<file path="src/rtl/alu_result_stage.sv">
// -----------------------------------------------------------------------------
// alu_result_stage
//   Selects one ALU unit result by opcode, derives zero/overflow/illegal flags,
//   and registers the bundle behind a valid/ready handshake. A two-entry
//   (output + skid) buffer gives full throughput with in_ready depending only
//   on registered state and reset.
//
//   Optional feature macro: ALU_RESULT_PARITY_EN
//     When defined, adds out_parity = XOR-reduction of result, computed on the
//     input side and stored with each bundle.
// -----------------------------------------------------------------------------
module alu_result_stage #(
    parameter int WIDTH = 32
) (
    input  logic             clk,
    input  logic             rst_n,
    input  logic             in_valid,
    output logic             in_ready,
    input  logic [2:0]       alu_op,
    input  logic [WIDTH-1:0] and_res,
    input  logic [WIDTH-1:0] or_res,
    input  logic [WIDTH-1:0] xor_res,
    input  logic [WIDTH-1:0] nor_res,
    input  logic [WIDTH-1:0] add_res,
    input  logic [WIDTH-1:0] sub_res,
    input  logic [WIDTH-1:0] slt_res,
    input  logic             add_ovf,
    input  logic             sub_ovf,
    output logic             out_valid,
    input  logic             out_ready,
    output logic [WIDTH-1:0] result,
    output logic             zero,
    output logic             overflow,
    output logic             illegal_op
`ifdef ALU_RESULT_PARITY_EN
    ,
    output logic             out_parity
`endif
);

    // One result bundle: data and flags always travel together.
    typedef struct packed {
        logic [WIDTH-1:0] result;
        logic             zero;
        logic             overflow;
        logic             illegal;
`ifdef ALU_RESULT_PARITY_EN
        logic             parity;
`endif
    } bundle_t;

    bundle_t in_bundle;
    bundle_t out_q, out_d;
    bundle_t skid_q, skid_d;
    logic    out_valid_q, out_valid_d;
    logic    skid_valid_q, skid_valid_d;
    logic    accept;
    logic    present;

    // Opcode select and flag derivation for the incoming bundle.
    always_comb begin
        // NOTE: every variable written in this block gets a default first, so
        // no path through the case can leave it unassigned and infer a latch.
        in_bundle = '0;
        unique case (alu_op)
            3'b000: in_bundle.result = and_res;
            3'b001: in_bundle.result = or_res;
            3'b010: in_bundle.result = xor_res;
            3'b011: in_bundle.result = nor_res;
            3'b100: begin
                in_bundle.result   = add_res;
                in_bundle.overflow = add_ovf;
            end
            3'b101: begin
                in_bundle.result   = sub_res;
                in_bundle.overflow = sub_ovf;
            end
            3'b110: in_bundle.result = slt_res;
            default: in_bundle.illegal = 1'b1;
        endcase
        in_bundle.zero = (in_bundle.result == '0);
`ifdef ALU_RESULT_PARITY_EN
        in_bundle.parity = ^in_bundle.result;
`endif
    end

    // The skid entry is only ever full when the output entry is, so a free
    // skid slot is exactly "room for one more".
    assign in_ready = rst_n & ~skid_valid_q;
    assign accept   = in_valid & in_ready;
    assign present  = out_valid_q & out_ready;

    // Next-state of the two-entry buffer; SKID always drains before new input.
    always_comb begin
        out_d        = out_q;
        skid_d       = skid_q;
        out_valid_d  = out_valid_q;
        skid_valid_d = skid_valid_q;
        if (!out_valid_q || present) begin
            if (skid_valid_q) begin
                out_d       = skid_q;
                out_valid_d = 1'b1;
                if (accept) begin
                    skid_d = in_bundle;
                end else begin
                    skid_valid_d = 1'b0;
                end
            end else if (accept) begin
                out_d       = in_bundle;
                out_valid_d = 1'b1;
            end else begin
                out_valid_d = 1'b0;
            end
        end else if (accept) begin
            skid_d       = in_bundle;
            skid_valid_d = 1'b1;
        end
    end

    // Output entry and occupancy flags, synchronously cleared by reset.
    always_ff @(posedge clk) begin
        // NOTE: sequential state uses non-blocking assignments so every flop
        // samples the pre-edge values regardless of statement order.
        if (!rst_n) begin
            out_q        <= '0;
            out_valid_q  <= 1'b0;
            skid_valid_q <= 1'b0;
        end else begin
            out_q        <= out_d;
            out_valid_q  <= out_valid_d;
            skid_valid_q <= skid_valid_d;
        end
    end

    // Skid payload register.
    always_ff @(posedge clk) begin
        // NOTE: the skid payload is deliberately not reset; skid_valid_q gates
        // it, so its contents are never observed while the entry is empty.
        skid_q <= skid_d;
    end

    assign out_valid  = out_valid_q;
    assign result     = out_q.result;
    assign zero       = out_q.zero;
    assign overflow   = out_q.overflow;
    assign illegal_op = out_q.illegal;
`ifdef ALU_RESULT_PARITY_EN
    assign out_parity = out_q.parity;
`endif

endmodule

</file>
<file path="config.mk">
export PLATFORM = sky130hd
export DESIGN_NAME = alu_result_stage
export DESIGN_NICKNAME = d
export VERILOG_FILES = /design/src/rtl/alu_result_stage.sv
export SDC_FILE = /design/constraint.sdc
export NUM_CORES = 1
export LEC_CHECK = 0
export CORE_MARGIN = 4
export CORE_UTILIZATION = 30
export DETAILED_ROUTE_END_ITERATION = 8
export PLACE_DENSITY_LB_ADDON = 0.15
export RECOVER_POWER = 100
export SLEW_MARGIN = 10
export SYNTH_ARGS = -nofsm -noshare
export SYNTH_HDL_FRONTEND = slang
export SYNTH_SLANG_ARGS = --single-unit
</file>
<file path="constraint.sdc">
create_clock -name clk -period 3.2 [get_ports clk]
set_input_delay 0.32 -clock clk [delete_from_list [all_inputs] [get_ports clk]]
set_output_delay 0.32 -clock clk [all_outputs]
set_load 0.01 [all_outputs]
</file>
==> results of run 1 <==
==> worst max-delay path, cell delays in order <==
cell,delay [ps]
buf_2,410
clkbuf_1,840
nor2_1,280
a221oi_1,560
nor4b_1,120
nand3_1,150
nor2_1,50
==> logic make-up after synthesis <==
family	share of synthesized area
buffers and inverters	0.0773
AOI/OAI and AO/OA	0.242
muxes	0.153
DFF	0.362
and+or+nand+nor	0.166
==> power by group through the flow <==
stage,logic (mW),clock network (mW),registers [mW]
global placement,0.817,0,1.05
global route,0.869,1.00,1.03
floorplan,0.341,0,1.06
detailed placement,0.821,0,1.05
finish,0.805,0.930,1.03
CTS,0.823,0.956,1.03
==> cells in the mapped netlist (4+ instances only) <==
cell type / count / area, um2
nand3b_1: 4 / 30.0
inv_1: 15 / 56.3
o221ai_1: 4 / 35.0
mux4_2: 4 / 90.1
a311oi_1: 5 / 43.8
mux2i_1: 62 / 621
and2_1: 16 / 100
buf_2: 16 / 80.1
buf_6: 9 / 101
nand2b_1: 4 / 25.0
a22oi_1: 16 / 120
a32o_1: 7 / 70.1
a21boi_0: 10 / 75.1
o21ai_1: 4 / 20.0
nor2_1: 22 / 82.6
o21ai_0: 47 / 235
o22ai_1: 11 / 68.8
clkbuf_1: 18 / 67.6
edfxtp_1: 35 / 1050
nand2_1: 87 / 327
nor2b_1: 6 / 37.5
a211oi_1: 5 / 37.5
o211a_1: 9 / 90.1
a221oi_1: 6 / 52.6
o211ai_1: 6 / 45.0
nand3_1: 16 / 80.1
a21oi_1: 15 / 75.1
dfxtp_1: 37 / 741
==> state kept, by name, indices dropped and copies added (netlist names) <==
register and flops:
illegal_op 1, out_valid 1, overflow 1, result 32
skid_q 35, skid_valid_q 1, zero 1
==> stage by stage <==
stage | util | power (mW) | instance area, um2 | setup slack [ps] | instances
floorplan | - | 1.40 | 4950 | 1090 | 552
CTS | 0.499 | 2.81 | 8010 | 716 | 1020
global route | 0.498 | 2.90 | 8000 | 329 | 1021
global placement | 0.482 | 1.87 | 7730 | 450 | 1004
detailed placement | 0.482 | 1.87 | 7730 | 367 | 1004
finish | 0.498 | 2.76 | 8000 | 527 | 1022
==> layer usage <==
layer / share of wire / routed length, um
met5: 0.00060 / 13
met4: 0.011 / 242
met3: 0.062 / 1330
met2: 0.50 / 10700
met1: 0.43 / 9220
==> layout by cell type (no fill, tap or decap), types with 5 or more instances in the layout <==
cell type and instances:
inv_1 15, nor2b_1 6, o21ai_0 48, clkbuf_1 6
dfxtp_1 36, a221oi_1 6, a22oi_1 16, nand3_1 16
a211oi_1 6, a21boi_0 10, o211ai_1 6, o211a_1 9
a21oi_1 15, a311oi_1 5, clkbuf_16 10, clkdlybuf4s50_1 228
mux2i_1 62, buf_4 15, nor2_1 21, o22ai_1 11
and2_0 15, edfxtp_1 35, a32o_1 7, nand2_1 87
dlygate4sd3_1 38
==> final timing paths <==
| check | from | endpoint | slack (ps) |
|---|---|---|---|
| max | alu_op[0] | skid_q[2] | 530 |
| min | result[3] | result[3] | 450 |
| max reg2reg | out_valid | result[17] | 930 |
| min reg2reg | result[3] | result[3] | 450 |
==> final cells by class <==
cell class | count | share of cell area
Multi-Input combinational cell | 413 | 0.347
Tap cell | 216 | 0.0338
Clock inverter | 2 | 0.00172
Sequential cell | 72 | 0.224
Antenna cell | 2 | 0.000625
Timing Repair Buffer | 287 | 0.352
Inverter | 16 | 0.00751
Clock buffer | 14 | 0.0332
==> impl_metrics.py, run 1 <==
metrics = {
    "routing": {
        "num_vias": 5295,
        "avgViaCountPerCell": 5.18,
        "drtAntennaViolNets": 0,
        "drt_wl_total_um": 21500,
        "drc": 0,
        "drt_iter0_drc": 282,
        "routedWlPerCell_um": 21.1,
        "drt_pre_antenna_iters": 5,
    },
    "synthesis": {
        "syn_inst": 552,
        "avgSynthCellArea_um2": 8.97,
        "synth-seq-area-share": 0.362,
        "synth_edf_count": 35,
        "synth-async-reset-ratio": 0,
        "ys.flop_type": "dfxtp_1",
        "yosys_warnings": 0,
        "synth_cell_types": 58,
        "synth_area_mm2": 0.00495,
        "syn_nets": 785,
        "ys_ff_latch": 72,
    },
    "clock_network": {
        "ctsHoldBuffers": 0,
        "cts_max_path_buffers": 2,
        "clock_sinks": 72,
        "htreeDepth": 3,
        "cts_tree": "done",
        "cts_root_buf": "clkbuf_16",
        "postCtsSetupBuffers": 0,
        "tritoncts.num_buffers": 9,
        "clkTransAtPathRegs_ps": 60,
        "clk_latency_ps": 330,
        "cts_resized": 0,
    },
    "cells_and_area": {
        "multiInputGateArea_mm2": 0.00278,
        "syn2layout_area_growth_pct": 61.5,
        "drive_gt1_frac": 0.0572,
        "fill_cells": 1513,
        "num-nets-final": 1032,
        "final-seq-area_mm2": 0.00179,
    },
    "timing": {
        "period_minus_slack_ps": 2670,
        "hold_viol": 0,
        "rsz0062_at_grt": "no",
        "fin_crit_sh": 0.835,
        "fin_skew_ps": 4.59,
        "maxSlewHeadroom": 0.113,
        "holdWs_ps": 453,
        "worstMarginPinSlew_ps": 1330,
        "tns_ps": 0,
        "report.final.slew_viol_count": 0,
        "max_freq_ghz": 0.374,
        "finalSetupViolations": 0,
    },
    "critical_path": {
        "reg2regPathDepth": 4,
        "crit_required_ps": 3280,
        "critPathMaxFanout": 23,
        "start_kind": "input port",
        "cp-end-kind": "flop",
        "worstSetupPathType": "input port to flop",
        "arrival_ps": 2760,
    },
    "pwr": {
        "switching_share": 0.266,
        "intPower_mw": 2.03,
        "power_frac_comb": 0.291,
        "p_seq_frac": 0.372,
        "p_sw_uw": 735,
        "leakagePower_nw": 3.07,
        "p_per_area_mw_per_mm2": 345,
        "pwr-share-clk": 0.336,
        "peakVddDrop_v": 0.000243,
    },
    "job": {
        "cap_violations": 0,
    },
    "floorplanning": {
        "dieArea_mm2": 0.0186,
        "fp.dieW_um": 136,
        "row_count": 46,
        "ios": 270,
        "core_mm2": 0.0161,
        "die_height_um": 136,
        "start_util": 0.308,
    },
    "grt": {
        "globalRouteOverflowTotal": 0,
        "gr-usage-all-layers": 0.225,
        "grt_use_met1": 0.292,
        "grtUsageMet3": 0.0467,
        "grt_busiest_layer": "met2",
        "antenna_found_initial": 2,
        "use_met2": 0.384,
        "grt_max_degree": 52,
        "grt_pass1_wl_um": 31700,
        "grt_pass1_vias": 5459,
    },
    "hold_path": {
        "hold_path_class": "flop to flop",
        "hold_depth": 2,
    },
    "placement": {
        "dp_hpwl_um": 17800,
        "place_congestion": 0.861,
        "io_buffers": 269,
    },
    "outcome": {
        "status": "finished, final reports clean",
    },
}
Note: power is estimated with default switching activity, not from simulation.
==> inputs of run 2 (changes only) <==
clock period = 2.2 ns   (was 3.2 ns; I/O delays follow)
==> run 2 against run 1 <==
  * Cell count up 5.3%
  * Largest power group unchanged
  * Largest cell class unchanged
  * Non-clock buffer count up 54
  * Sequential share of layout area down 1.3 points
  * Register-to-register slack worse by 730 ps
  * Routed wire length down 1.4%
  * Critical path depth up 3
  * Clock-buffer cell count down 2
==> impl_metrics.py, run 2 (synthesized netlist as in run 1, its figures left out) <==
metrics = {
    "outcome": {
        "status": "finished, final reports clean",
    },
    "routing": {
        "highest_layer": "met5",
        "met1_length_um": 8750,
        "met2_length_um": 10400,
        "drtAntennaViolNets": 0,
        "routedWlPerCell_um": 19.7,
        "wl_met3_um": 1510,
        "num_vias": 5574,
        "avgViaCountPerCell": 5.18,
        "drt_wl_total_um": 21200,
        "drt_pre_antenna_iters": 5,
        "drc": 0,
        "drt_iter0_drc": 325,
    },
    "critical_path": {
        "r2r-start": "skid_valid_q",
        "worst-path-buf-inv": 4,
        "arrival_ps": 2350,
        "worstSetupPathType": "input port to flop",
        "r2r_slack_ps": 200,
        "crit_required_ps": 2470,
        "cp_top_family": "buffers and inverters",
        "start_kind": "input port",
        "critPathSlowestCell": "o21ai_0",
        "path_cells": "buf_4 > buf_4 > nor2b_1 > buf_4 > a21oi_1 > o21ai_0 > clkbuf_4 > mux2i_1 > o21ai_0 > and2_1",
        "r2r_end": "result[24]",
        "critPathMaxFanout": 12,
        "slowest_delay_ps": 460,
        "reg2regPathDepth": 4,
        "cp-end-kind": "flop",
        "cpMostUsedCell": "buf_4",
    },
    "timing": {
        "max_freq_ghz": 0.482,
        "rsz0062_at_grt": "no",
        "report.final.slew_viol_count": 0,
        "finalSetupViolations": 0,
        "worstMarginPinSlew_ps": 1150,
        "finalWorstSetupSlack_ps": 124,
        "fin_skew_ps": 4.22,
        "period_minus_slack_ps": 2080,
        "hold_viol": 0,
        "maxSlewHeadroom": 0.230,
        "fin_crit_sh": 0.943,
    },
    "cells_and_area": {
        "largest_reg_flops": 35,
        "fill_cells": 1482,
        "num-nets-final": 1086,
        "drive_gt1_frac": 0.111,
        "final-seq-area_mm2": 0.00179,
        "layout_commonest_cell": "clkdlybuf4s50_1",
        "syn2layout_area_growth_pct": 71.6,
        "fin_area_mm2": 0.00850,
        "layout_common_cells": "clkdlybuf4s50_1, nand2_1, mux2i_1",
        "fin_cells": 1076,
        "top_register": "skid_q",
        "multiInputGateArea_mm2": 0.00278,
    },
    "grt": {
        "antenna_found_initial": 4,
        "globalRouteOverflowTotal": 0,
        "gr-usage-all-layers": 0.221,
        "grt_max_degree": 52,
        "grt_pass1_vias": 5615,
        "grt_pass1_wl_um": 31300,
    },
    "hold_path": {
        "hold_path_class": "flop to flop",
        "hold-path-endpoint": "result[2]",
        "hold_start": "result[2]",
        "hold_depth": 2,
    },
    "floorplanning": {
        "core_mm2": 0.0161,
        "row_count": 46,
        "start_util": 0.308,
        "fp.dieW_um": 136,
        "dieArea_mm2": 0.0186,
        "die_height_um": 136,
        "ios": 270,
    },
    "clock_network": {
        "htreeDepth": 3,
        "postCtsSetupBuffers": 0,
        "clock_sinks": 72,
        "ctsHoldBuffers": 0,
        "clk_latency_ps": 330,
        "cts_tree": "done",
        "cts_resized": 0,
        "tritoncts.num_buffers": 9,
        "cts_max_path_buffers": 2,
        "clkTransAtPathRegs_ps": 50,
        "cts_root_buf": "clkbuf_16",
    },
    "placement": {
        "placed_area_mm2": 0.00824,
        "dp_slack_ps": -184,
        "placed_cells": 1058,
        "place_congestion": 0.912,
        "io_buffers": 269,
        "dp_hpwl_um": 17800,
    },
    "pwr": {
        "peakVddDrop_v": 0.000383,
        "p_total_mw": 4.27,
        "p_per_area_mw_per_mm2": 503,
        "leakagePower_nw": 3.36,
    },
    "job": {
        "cap_violations": 0,
    },
}
==> run 2: report_power, final <==
part	switching (mW)	leakage (nW)	total, mW	internal (mW)
logic	0.541	2.59	1.29	0.747
registers	0.0242	0.618	1.49	1.47
clock network	0.505	0.148	1.49	0.987
==> run 2: final cells by class <==
class                      instances  share of cell area
clock inverter                     4             0.00809
timing repair buffer             341               0.386
inverter                          16             0.00706
tap                              216              0.0318
clock buffer                      12              0.0278
sequential                        72               0.211
multi-input combinational        413               0.327
antenna                            2            0.000589
==> run 2: how the worst max path moves through the flow <==
stage                  from         end  slack [ps]  cells past startpoint
2_1_floorplan  skid_valid_q   skid_q[0]          90                      3
3_3_place_gp      alu_op[1]        zero        -160                      9
3_5_place_dp      alu_op[1]        zero        -180                      9
4_1_cts           alu_op[1]        zero         160                      9
5_1_grt        skid_valid_q  result[24]          20                      4
6_report          alu_op[1]   result[5]         120                     10
==> run 2: layer usage <==
layer	up-vias	global-route usage
li1	2662	-
met1	2626	0.278
met2	245	0.373
met3	37	0.0460
met4	4	0.0817
met5	-	0
==> run 2: worst min-delay path: stages (launching register included) <==
cell	delay, ps
dfxtp_1	310
nand2_1	50
a21boi_0	60
==> run 2: metrics by stage <==
stage / util / hold WS [ps] / setup TNS [ps]
finish: 0.529 / 461 / 0
global route: 0.529 / 487 / 0
floorplan: - / 353 / 0
detailed placement: 0.513 / 463 / -316
global placement: 0.513 / 449 / -245
CTS: 0.532 / 471 / 0
